`src/rtl/fpadd_pipe_if.sv`:
```
// Stream interface of the pipelined floating-point adder.
// The producer/consumer side uses the master modport and the adder uses the slave modport.
interface fpadd_pipe_if #(
    parameter int EXP_W = 8,
    parameter int MAN_W = 23
);
    localparam int W = 1 + EXP_W + MAN_W;

    logic         in_valid;
    logic         in_ready;
    logic [W-1:0] a;
    logic [W-1:0] b;
    logic         sub;
    logic         out_valid;
    logic         out_ready;
    logic [W-1:0] z;
    logic         ovf;
    logic         unf;
    logic         nan;

    modport master (
        output in_valid, a, b, sub, out_ready,
        input  in_ready, out_valid, z, ovf, unf, nan
    );

    modport slave (
        input  in_valid, a, b, sub, out_ready,
        output in_ready, out_valid, z, ovf, unf, nan
    );
endinterface

```
`src/rtl/fpadd_pipe.sv`:
```
// Three-stage floating-point adder/subtractor: align, add, normalise/round/pack.
// Denormal inputs are flushed to zero, any all-ones exponent yields an all-ones NaN word,
// and rounding is round-to-nearest-even on guard/round/sticky bits.
// The interface instance must carry the same EXP_W/MAN_W as this module.
module fpadd_pipe #(
    parameter int EXP_W = 8,
    parameter int MAN_W = 23
) (
    input  logic         clk,
    input  logic         rst_n,
    fpadd_pipe_if.slave  bus
);
    localparam int W    = 1 + EXP_W + MAN_W;
    localparam int MW   = MAN_W + 4;              // hidden, mantissa, guard, round, sticky
    localparam int EW2  = EXP_W + 2;              // signed exponent working width
    localparam int LZ_W = $clog2(MW) + 1;

    localparam logic [EXP_W-1:0]      EXP_ONES  = {EXP_W{1'b1}};
    localparam logic [EXP_W-1:0]      EXP_ZERO  = {EXP_W{1'b0}};
    localparam logic [EXP_W-1:0]      MAX_SHIFT = EXP_W'(MAN_W + 3);
    localparam logic signed [EW2-1:0] EXP_MAX_S = {2'b00, EXP_ONES};
    localparam logic signed [EW2-1:0] ZERO_S    = {EW2{1'b0}};
    localparam logic signed [EW2-1:0] ONE_S     = {{(EW2-1){1'b0}}, 1'b1};

    // Extended mantissa: hidden one (absent for zero/flushed operands) and three empty low bits.
    function automatic logic [MW-1:0] mant_ext(input logic [EXP_W-1:0] e, input logic [MAN_W-1:0] m);
        return {(e != EXP_ZERO), m, 3'b000};
    endfunction

    // Leading-zero count; an all-zero word returns MW.
    function automatic logic [LZ_W-1:0] lzc(input logic [MW-1:0] v);
        logic [LZ_W-1:0] n;
        logic            found;
        n     = LZ_W'(MW);
        found = 1'b0;
        for (int i = MW - 1; i >= 0; i--) begin
            if (!found && v[i]) begin
                n     = LZ_W'(MW - 1 - i);
                found = 1'b1;
            end
        end
        return n;
    endfunction

    // ---------------- handshake ----------------
    logic v1_q, v2_q, v3_q;
    logic load1_s, load2_s, load3_s;

    assign load3_s      = !v3_q || bus.out_ready;
    assign load2_s      = !v2_q || load3_s;
    assign load1_s      = !v1_q || load2_s;
    assign bus.in_ready = load1_s;

    // Stage valid bits advance whenever the stage below is empty or moving.
    always_ff @(posedge clk or negedge rst_n) begin
        if (!rst_n) begin
            v1_q <= 1'b0;
            v2_q <= 1'b0;
            v3_q <= 1'b0;
        end else begin
            if (load1_s) v1_q <= bus.in_valid;
            if (load2_s) v2_q <= v1_q;
            if (load3_s) v3_q <= v2_q;
        end
    end

    // ---------------- stage 1: classify, swap, align ----------------
    logic [EXP_W-1:0] ea_s, eb_s, el_d, es_s, ediff_s;
    logic [MAN_W-1:0] ma_s, mb_s;
    logic             sa_s, sb_s, sl_d, ss_d, nan1_d;
    logic [MW-1:0]    ml_d, ms_ext_s, ms_d, lost_mask_s;

    // Order operands by magnitude and shift the smaller one right, keeping a sticky bit.
    always_comb begin
        ea_s = bus.a[W-2:MAN_W];
        eb_s = bus.b[W-2:MAN_W];
        sa_s = bus.a[W-1];
        sb_s = bus.b[W-1] ^ bus.sub;
        if (ea_s == EXP_ZERO) ma_s = {MAN_W{1'b0}};
        else                  ma_s = bus.a[MAN_W-1:0];
        if (eb_s == EXP_ZERO) mb_s = {MAN_W{1'b0}};
        else                  mb_s = bus.b[MAN_W-1:0];
        nan1_d = (ea_s == EXP_ONES) || (eb_s == EXP_ONES);
        if ({eb_s, mb_s} > {ea_s, ma_s}) begin
            el_d = eb_s; sl_d = sb_s; ml_d = mant_ext(eb_s, mb_s);
            es_s = ea_s; ss_d = sa_s; ms_ext_s = mant_ext(ea_s, ma_s);
        end else begin
            el_d = ea_s; sl_d = sa_s; ml_d = mant_ext(ea_s, ma_s);
            es_s = eb_s; ss_d = sb_s; ms_ext_s = mant_ext(eb_s, mb_s);
        end
        ediff_s     = el_d - es_s;
        lost_mask_s = ~({MW{1'b1}} << ediff_s);
        if (ediff_s > MAX_SHIFT) begin
            ms_d = {{(MW-1){1'b0}}, |ms_ext_s};
        end else begin
            ms_d = (ms_ext_s >> ediff_s) | {{(MW-1){1'b0}}, |(ms_ext_s & lost_mask_s)};
        end
    end

    logic             s1_sl_q, s1_ss_q, s1_nan_q;
    logic [EXP_W-1:0] s1_exp_q;
    logic [MW-1:0]    s1_ml_q, s1_ms_q;

    // Stage 1 datapath register, loaded on an input transfer.
    always_ff @(posedge clk) begin
        if (load1_s && bus.in_valid) begin
            s1_sl_q  <= sl_d;
            s1_ss_q  <= ss_d;
            s1_nan_q <= nan1_d;
            s1_exp_q <= el_d;
            s1_ml_q  <= ml_d;
            s1_ms_q  <= ms_d;
        end
    end

    // ---------------- stage 2: signed magnitude add ----------------
    logic [MW:0] sum_d;

    // Swap guarantees L >= S, so the difference never goes negative.
    always_comb begin
        if (s1_sl_q == s1_ss_q) sum_d = {1'b0, s1_ml_q} + {1'b0, s1_ms_q};
        else                    sum_d = {1'b0, s1_ml_q} - {1'b0, s1_ms_q};
    end

    logic             s2_sign_q, s2_nan_q;
    logic [EXP_W-1:0] s2_exp_q;
    logic [MW:0]      s2_sum_q;

    // Stage 2 datapath register.
    always_ff @(posedge clk) begin
        if (load2_s && v1_q) begin
            s2_sign_q <= s1_sl_q;
            s2_nan_q  <= s1_nan_q;
            s2_exp_q  <= s1_exp_q;
            s2_sum_q  <= sum_d;
        end
    end

    // ---------------- stage 3: normalise, round, pack ----------------
    logic [LZ_W-1:0]       lz_s;
    logic signed [EW2-1:0] exp_ext_s, exp_n_s, exp_f_s;
    logic [MW-1:0]         norm_s;
    logic                  round_up_s;
    logic [MAN_W+1:0]      man_r_s;
    logic [MAN_W-1:0]      frac_s;
    logic [W-1:0]          z_d;
    logic                  ovf_d, unf_d, nan_d;

    // Normalise the raw sum, round to nearest even, then classify overflow/underflow.
    always_comb begin
        lz_s      = lzc(s2_sum_q[MW-1:0]);
        exp_ext_s = {2'b00, s2_exp_q};
        if (s2_sum_q[MW]) begin
            norm_s  = {s2_sum_q[MW:2], s2_sum_q[1] | s2_sum_q[0]};
            exp_n_s = exp_ext_s + ONE_S;
        end else begin
            norm_s  = s2_sum_q[MW-1:0] << lz_s;
            exp_n_s = exp_ext_s - EW2'(lz_s);
        end
        round_up_s = norm_s[2] & (norm_s[1] | norm_s[0] | norm_s[3]);
        man_r_s    = {1'b0, norm_s[MW-1:3]} + {{(MAN_W+1){1'b0}}, round_up_s};
        if (man_r_s[MAN_W+1]) begin
            exp_f_s = exp_n_s + ONE_S;
            frac_s  = man_r_s[MAN_W:1];
        end else begin
            exp_f_s = exp_n_s;
            frac_s  = man_r_s[MAN_W-1:0];
        end
        z_d   = {W{1'b0}};
        ovf_d = 1'b0;
        unf_d = 1'b0;
        nan_d = 1'b0;
        if (s2_nan_q) begin
            z_d   = {W{1'b1}};
            nan_d = 1'b1;
        end else if (s2_sum_q == {(MW+1){1'b0}}) begin
            z_d = {W{1'b0}};
        end else if (exp_f_s >= EXP_MAX_S) begin
            z_d   = {s2_sign_q, EXP_ONES, {MAN_W{1'b0}}};
            ovf_d = 1'b1;
        end else if (exp_f_s <= ZERO_S) begin
            z_d   = {W{1'b0}};
            unf_d = 1'b1;
        end else begin
            z_d = {s2_sign_q, exp_f_s[EXP_W-1:0], frac_s};
        end
    end

    logic [W-1:0] z_q;
    logic         ovf_q, unf_q, nan_q;

    // Output register: holds while stalled, cleared by reset.
    always_ff @(posedge clk or negedge rst_n) begin
        if (!rst_n) begin
            z_q   <= {W{1'b0}};
            ovf_q <= 1'b0;
            unf_q <= 1'b0;
            nan_q <= 1'b0;
        end else if (load3_s && v2_q) begin
            z_q   <= z_d;
            ovf_q <= ovf_d;
            unf_q <= unf_d;
            nan_q <= nan_d;
        end
    end

    assign bus.out_valid = v3_q;
    assign bus.z         = z_q;
    assign bus.ovf       = ovf_q;
    assign bus.unf       = unf_q;
    assign bus.nan       = nan_q;
endmodule

```
`src/flat_wrapper.sv`:
```
// flat-port wrapper written by rule: the top's interface ports become plain ports
module fpadd_pipe_flat 
#(
    parameter int EXP_W = 8,
    parameter int MAN_W = 23
)
  (clk, rst_n, bus_in_valid, bus_a, bus_b, bus_sub, bus_out_ready, bus_in_ready, bus_out_valid, bus_z, bus_ovf, bus_unf, bus_nan);
  fpadd_pipe_if #(.EXP_W(EXP_W), .MAN_W(MAN_W)) bus_i ();
  input  logic clk;
  input  logic rst_n;
  input wire logic [$bits(bus_i.in_valid)-1:0] bus_in_valid;
  input wire logic [$bits(bus_i.a)-1:0] bus_a;
  input wire logic [$bits(bus_i.b)-1:0] bus_b;
  input wire logic [$bits(bus_i.sub)-1:0] bus_sub;
  input wire logic [$bits(bus_i.out_ready)-1:0] bus_out_ready;
  output wire logic [$bits(bus_i.in_ready)-1:0] bus_in_ready;
  output wire logic [$bits(bus_i.out_valid)-1:0] bus_out_valid;
  output wire logic [$bits(bus_i.z)-1:0] bus_z;
  output wire logic [$bits(bus_i.ovf)-1:0] bus_ovf;
  output wire logic [$bits(bus_i.unf)-1:0] bus_unf;
  output wire logic [$bits(bus_i.nan)-1:0] bus_nan;
  assign bus_i.in_valid = bus_in_valid;
  assign bus_i.a = bus_a;
  assign bus_i.b = bus_b;
  assign bus_i.sub = bus_sub;
  assign bus_i.out_ready = bus_out_ready;
  assign bus_in_ready = bus_i.in_ready;
  assign bus_out_valid = bus_i.out_valid;
  assign bus_z = bus_i.z;
  assign bus_ovf = bus_i.ovf;
  assign bus_unf = bus_i.unf;
  assign bus_nan = bus_i.nan;
  fpadd_pipe #(.EXP_W(EXP_W), .MAN_W(MAN_W)) u_core (.clk(clk), .rst_n(rst_n), .bus(bus_i));
endmodule
```
`config.mk`:
```
export PLATFORM = sky130hd
export DESIGN_NAME = fpadd_pipe_flat
export DESIGN_NICKNAME = d
export VERILOG_FILES = /design/src/rtl/fpadd_pipe_if.sv /design/src/rtl/fpadd_pipe.sv /design/src/flat_wrapper.sv
export SDC_FILE = /design/constraint.sdc
export NUM_CORES = 1
export LEC_CHECK = 0
export CORE_MARGIN = 2
export CORE_UTILIZATION = 33
export CTS_BUF_LIST = sky130_fd_sc_hd__clkbuf_8 sky130_fd_sc_hd__clkbuf_16
export CTS_CLUSTER_DIAMETER = 100
export CTS_CLUSTER_SIZE = 20
export DETAILED_ROUTE_END_ITERATION = 8
export DONT_BUFFER_PORTS = 1
export GPL_ROUTABILITY_DRIVEN = 0
export HOLD_SLACK_MARGIN = 0.06
export PLACE_DENSITY = 0.48
export SYNTH_ARGS = -nofsm -noshare
export SYNTH_HDL_FRONTEND = slang
export SYNTH_SLANG_ARGS = --single-unit
```
`constraint.sdc`:
```
create_clock -name clk -period 6.6 [get_ports clk]
set_input_delay 0.99 -clock clk [delete_from_list [all_inputs] [get_ports clk]]
set_output_delay 0.99 -clock clk [all_outputs]
set_load 0.05 [all_outputs]
```
# ---- Word level (Yosys, flattened, before mapping)
# Cells that the tools add are included.
dict set report totals {
  register_bits 141
  word_cells 191
  in_bits 69
}
dict set report op_classes {
  muxes 79
  n_bitwise 8
  n_eq_ne 3
  n_shift 3
  n_lt_le_gt_ge 4
  n_addsub 7
  reduce_logical 69
}
# op count
set ops {}
lappend ops {{two-way mux 5 bit} 27}
lappend ops {{two-way mux 32 bit} 4}
lappend ops {{two-way mux 27 bit} 3}
lappend ops {{two-way mux 23 bit} 3}
lappend ops {{OR reduction 27 bit} 2}
lappend ops {{two-way mux 1 bit} 37}
lappend ops {{> comparator 31 bit} 1}
lappend ops {{logical AND 1 bit} 29}
lappend ops {{logical NOT 1 bit} 29}
lappend ops {{adder 27 x 27 -> 28 bit} 1}
lappend ops {{logical NOT 28 bit} 1}
lappend ops {{two-way mux 28 bit} 1}
lappend ops {{subtractor 27 x 27 -> 28 bit} 1}
lappend ops {{AND 27 bit} 1}
lappend ops {{NOT 27 bit} 1}
lappend ops {{bitwise OR 27 x 1 -> 27 bit} 1}
lappend ops {{<< shifter 27 x 5 -> 27 bit} 1}
lappend ops {{<< shifter 27 x 8 -> 27 bit, first input constant} 1}
lappend ops {{>> shifter 27 x 8 -> 27 bit} 1}
lappend ops {{adder 24 x 1 -> 25 bit} 1}
lappend ops {{two-way mux 10 bit} 2}
lappend ops {{== test 8 bit, second input constant} 2}
lappend ops {{logical NOT 8 bit} 2}
lappend ops {{two-way mux 8 bit} 2}
lappend ops {{other kinds (13)} 19}

# ---- Logic depth before layout (Yosys ltp)
dict set report logic_depth {
  depth_word 91
  depth_mapped 25
  depth_no_buf 23
}

# ---- Least setup slack after synthesis
# Ideal clock, no wire load.
dict set report synth_path {
  path_kind {input -> register}
  startpoint {input port bus_b[24]}
  endpoint {register u_core.s1_ms_q[0] (data pin)}
  arrival_ns 6.216
  t_required_ns 6.336
  path_buffers 2
  setup_ns 0.264
  setup_slack_ns 0.120
  stages 22
  cell_sequence {nor4_1 -> nand2_1 -> clkbuf_1 -> and2_1 -> ha_1 -> nand4_1 -> nor4_1 -> or4b_1 -> o32a_1 -> a211o_1 -> nand2_1 -> inv_1 -> ha_1 -> nor3_1 -> o221ai_1 -> xnor2_1 -> nand2_1 -> or3_1 -> clkbuf_1 -> o221ai_1 -> o21ai_0 -> o41a_1}
}
dict set report synth_between {
  elab_chain_len 11
  elab_cells_between_ends 17
}
# item line_no
set synth_lines {}
lappend synth_lines {{from (decl)} flat_wrapper.sv:13} ;# input wire logic [$bits(bus_i.b)-1:0] bus_b;
lappend synth_lines {{logical NOT 8 bit} fpadd_pipe.sv:81} ;# if (eb_s == EXP_ZERO) mb_s = {MAN_W{1'b0}};
lappend synth_lines {{two-way mux 23 bit} fpadd_pipe.sv:81}
lappend synth_lines {{> comparator 31 bit} fpadd_pipe.sv:84} ;# if ({eb_s, mb_s} > {ea_s, ma_s}) begin
lappend synth_lines {{two-way mux 8 bit} fpadd_pipe.sv:84}
lappend synth_lines {{subtractor 8 bit} fpadd_pipe.sv:91} ;# ediff_s = el_d - es_s;
lappend synth_lines {{<< shifter 27 x 8 -> 27 bit} fpadd_pipe.sv:92} ;# lost_mask_s = ~({MW{1'b1}} << ediff_s);
lappend synth_lines {{NOT 27 bit} fpadd_pipe.sv:92}
lappend synth_lines {{AND 27 bit} fpadd_pipe.sv:96} ;# ms_d = (ms_ext_s >> ediff_s) | {{(MW-1){1'b0}}, |(ms_ext_s & lost_mask_s)};
lappend synth_lines {{OR reduction 27 bit} fpadd_pipe.sv:96}
lappend synth_lines {{bitwise OR 27 x 1 -> 27 bit} fpadd_pipe.sv:96}
lappend synth_lines {{two-way mux 1 bit *} fpadd_pipe.sv:93} ;# if (ediff_s > MAX_SHIFT) begin
lappend synth_lines {{via u_core.ms_d[0]} fpadd_pipe.sv:71} ;# logic [MW-1:0] ml_d, ms_ext_s, ms_d, lost_mask_s;
lappend synth_lines {{to (signal assigned)} fpadd_pipe.sv:112} ;# s1_ms_q <= ms_d;
lappend synth_lines {{to (decl)} fpadd_pipe.sv:102} ;# logic [MW-1:0] s1_ml_q, s1_ms_q;
# Mark *: on every way through the listed nets, which the timed path passes. The rest lies on a longest branch.
# A chain may end at the register's enable or synchronous reset.

# ---- Worst setup path in the final report
dict set report layout_path {
  startpoint {input port bus_b[27]}
  endpoint {register u_core.s1_ms_q[0] (data pin)}
}
# The elaborated chain is that of the path after synthesis.

==> reports/results.md <==
• completed — result of the run
• 0.132 — fraction of final layout cells with drive strength greater than 1
• 103 — Netlist cell types
• 100 — number of synthesized flops with an enable pin
• 1,887 — syn nets
• sky130_fd_sc_hd__nand2_1 — most frequent standard cell in the layout excluding fill and tap cells
• sky130_fd_sc_hd__or4b_1 — cell at the slowest stage of the critical path
• 0.558 — Logic pwr share
• 138 — number of sinks driven by the clock tree
• 13.7% — area delta synth->final
• 75 — Placement Rows
• sky130_fd_sc_hd__nand2_1 — cell occurring most often along the worst timing path
• primary input — CP startpoint kind
• 38,800 µm — detailed placer's ending HPWL
• sky130_fd_sc_hd__nand2_1 (217), sky130_fd_sc_hd__nor2_1 (152), sky130_fd_sc_hd__a21oi_1 (152), sky130_fd_sc_hd__o21ai_0 (121), sky130_fd_sc_hd__buf_4 (117) — most used cells in the layout excluding fill and tap cells
• 6.79 ns — worst endpoint required time
• 17 — TritonCTS buffer count
• sky130_fd_sc_hd__edfxtp_1 — main flop type after synthesis
• 21.1 µm — detailed-route wire length per cell
• 0 — number of hold-slack violations in the final timing report
• 49,400 µm — post-detailed-routing wire length
• 161 MHz — Fmax achieved
• 2 — CTS max path bufs
• 1,411 — initial drt markers
• 0.275 — share of flip-flops with an asynchronous set or reset after synthesis
• 0.54 ns — flop2flop setup slack
• 6.02 — per-cell via count in the routed design
• 1.06 ns — worst slew pin tran
• 0.229 ns — smallest hold slack
• 0 — remaining antenna violation count after routing
• 0.281 — portion of the post-synthesis area used by sequential elements
• 4 — H-Tree Level Count
• u_core.s2_sum_q[22]$_DFFE_PP_ — Critical R2R Launch
• 0 — max-cap check violation count
• 1,930 — NumNets Final
• 0 — Final Max Slew Viols
• 0 — final setup violation count
• 389 nW/µm² — Power Dens Cells
• 6 — largest driver fanout on the critical path
• 6.02 nW — Leak
• 0 — antenna fix cells
• 1,750 — cells after synthesis
• 6.40 ns — Arr. time, crit path
• sky130_fd_sc_hd__edfxtp_1 — biggest area consumer among synthesized cells
• 138 — number of storage elements in the synthesis netlist
• false — setup repair after global routing missed its margin
• 0.501 — switching portion of total power
• u_core.bus.z[5]$_DFFE_PN0P_ — Reg2Reg Capture Point
• in -> reg — critical path class
• -0.0690 ns — Post-Place Worst Slack
• 2,345 — non-filler instance count after layout
• 0.50 ns — delay of the slowest critical-path stage
• 0 — number of remaining DRC errors
• 210 µm — Die H
• 0.0118 ns — maximum clock skew at final layout
• 106 — IO Count
• 0.281 — sequential group share of total power
• 44,300 µm² — area of the die
• 1 — antenna violations before repair
• 2,313 — number of placed instances with taps included
• sky130_fd_sc_hd__clkbuf_16 — clock tree root buffer cell
• 0.334 — starting utilization of the core area
• nor4_1 -> nand2_1 -> buf_4 -> and2_1 -> ha_1 -> nand4_1 -> nor4_1 -> or4b_1 -> o32a_1 -> a211o_1 -> nand2_1 -> inv_1 -> ha_1 -> nor3_1 -> o221ai_1 -> xnor2_1 -> nand2_1 -> a211o_1 -> a21oi_1 -> nand3_1 -> nand4b_1 -> o41a_1 — cells traversed along the worst timing path
• 14,100 µm² — Post-Syn Area
• 0 — warnings from Yosys
• 6.21 ns — minimum period implied by the final worst setup slack
• 0 ns — final setup TNS
• 0.940 — final critical-path share of the clock period
• 42,000 µm² — Core ar.
• built — CTS tree
• 0.221 — global-route usage over all layers
• 0.214 — area share of the leading cell type in the synthesized netlist
• 0.07 ns — clock slew seen by the registers of the worst setup and hold paths
• 77,100 µm — global-route wire length before repair
• 0.380 — Final Util
• 3.10 mW — cell-internal power
• 0.285 — Slew HR
• 3.11 mW — net switching power
• 63 — maximum number of pins on one net before global-route repair
• 13.6k — via count of the first global-routing pass
• register — kind of end point of the critical path
• 0.45 ns — clock latency on the worst-skew pair
• in -> async — worst min-delay path class
• 0 — total gr overflow
• 0.161 — clock network power share
• sky130_fd_sc_hd__edfxtp_1 (21%), sky130_fd_sc_hd__dfrtp_1 (6.8%), sky130_fd_sc_hd__ha_1 (5.9%), sky130_fd_sc_hd__nand2_1 (5.8%), sky130_fd_sc_hd__a21oi_1 (5.4%) — leading cell types by total area after synthesis
• 210 µm — die width
• 17 — worst reg2reg path depth
• 8.04 µm² — Avg Synthesized Cell Area
• 0.000181 V — VDD IR-drop max
• 0.393 ns — least setup slack across all paths after layout
• 0 — quantity of I/O buffers inserted on ports
• 6 — First-pass DRT Iterations
• 14.1k — via total after detailed routing
-- worst max path at each step --
| stage | from | to | slack, ns | depth (start not counted) |
|---|---|---|---|---|
| 2_1_floorplan | bus_b[24] | u_core.s1_ms_q[0]$_DFFE_PP_ | 0.12 | 22 |
| 3_3_place_gp | bus_b[27] | u_core.s1_ms_q[0]$_DFFE_PP_ | -0.05 | 23 |
| 3_5_place_dp | bus_b[27] | u_core.s1_ms_q[4]$_SDFFCE_PP0P_ | -0.07 | 23 |
| 4_1_cts | bus_b[27] | u_core.s1_ms_q[4]$_SDFFCE_PP0P_ | 0.39 | 23 |
| 5_1_grt | bus_b[27] | u_core.s1_ms_q[0]$_DFFE_PP_ | 0.006 | 20 |
| 6_report | bus_b[27] | u_core.s1_ms_q[0]$_DFFE_PP_ | 0.39 | 22 |
-- critical path: cells and delay by family --
kind / cells / cell delay, ns
adders and majority gates: 2 / 0.50
and+or+nand+nor: 11 / 2.57
buffers and inverters: 2 / 0.21
xor gates and xnor gates: 1 / 0.37
AOI/OAI and AO/OA: 6 / 1.74
-- metrics by stage --
stage                     power, mW  cell area [µm²]
after floorplan                4.02            14100
after global placement         5.13            15400
after detailed placement       5.13            15400
after CTS                      6.16            16000
after global routing           6.58            16000
final                          6.21            16000
-- registers in the layout, indices dropped and copies added (netlist names), 8 cells and up --
register         cells
u_core.bus.z        32
u_core.s1_exp_q      8
u_core.s1_ml_q      24
u_core.s1_ms_q      27
u_core.s2_exp_q      8
u_core.s2_sum_q     28
-- timing repair --
action | in CTS | in global routing
hold buffers | 0 | 0
gates resized for setup | 0 | 3
buffers inserted | 0 | 0
endpoints found under the hold margin | 0 | 0
endpoints found under the setup margin | 0 | 6
-- area by class of cell --
| type | instances | area [µm²] |
|---|---|---|
| Clock buffer | 18 | 439 |
| Clock inverter | 14 | 163 |
| Fill cell | 4357 | 26100 |
| Inverter | 57 | 214 |
| Multi-Input combinational cell | 1457 | 9560 |
| Sequential cell | 138 | 3950 |
| Tap cell | 539 | 674 |
| Timing Repair Buffer | 122 | 978 |
-- power groups by stage --
| stage | clock network, mW | registers [mW] | logic (mW) |
|---|---|---|---|
| 2_1_floorplan | 0 | 1.63 | 2.39 |
| 3_3_place_gp | 0 | 1.76 | 3.38 |
| 3_5_place_dp | 0 | 1.76 | 3.37 |
| 4_1_cts | 1.03 | 1.74 | 3.39 |
| 5_1_grt | 1.06 | 1.77 | 3.75 |
| 6_report | 1.00 | 1.74 | 3.47 |
-- Yosys cell counts (all sizes together) (14+ instances only) --
cell,count
o22ai,16
and3,17
nor2,155
clkbuf,76
nor2b,16
o21ai,126
mux2i,26
xnor2,54
nand2b,14
nand4,22
ha,66
xor2,37
a22oi,17
o211ai,20
o21a,18
buf,22
nor4,29
a211oi,25
edfxtp,100
nor3,55
nand3,59
and2,41
dfrtp,38
inv,56
nand2,218
mux2,21
a21oi,153
o31ai,30
-- routing by layer --
layer	global-route usage	wire length [µm]	part of all wire	up-vias
li1	-	-	-	6706
met1	0.307	22800	0.46	6706
met2	0.351	21800	0.44	607
met3	0.0372	3400	0.069	109
met4	0.0704	1300	0.026	0
met5	0	0	0	-
-- cell families (layout without fill, tap and decap cells) --
family | count (synthesis) | count (layout) | share of synthesized area
and+or+nand+nor | 677 | 677 | 0.237
buffers and inverters | 155 | 211 | 0.0435
AOI/OAI and AO/OA | 564 | 564 | 0.269
DFF | 138 | 138 | 0.281
adders and majority gates | 68 | 68 | 0.0616
muxes | 57 | 57 | 0.0516
xor gates and xnor gates | 91 | 91 | 0.0567
No activity file was read; power rests on OpenSTA's default activity.
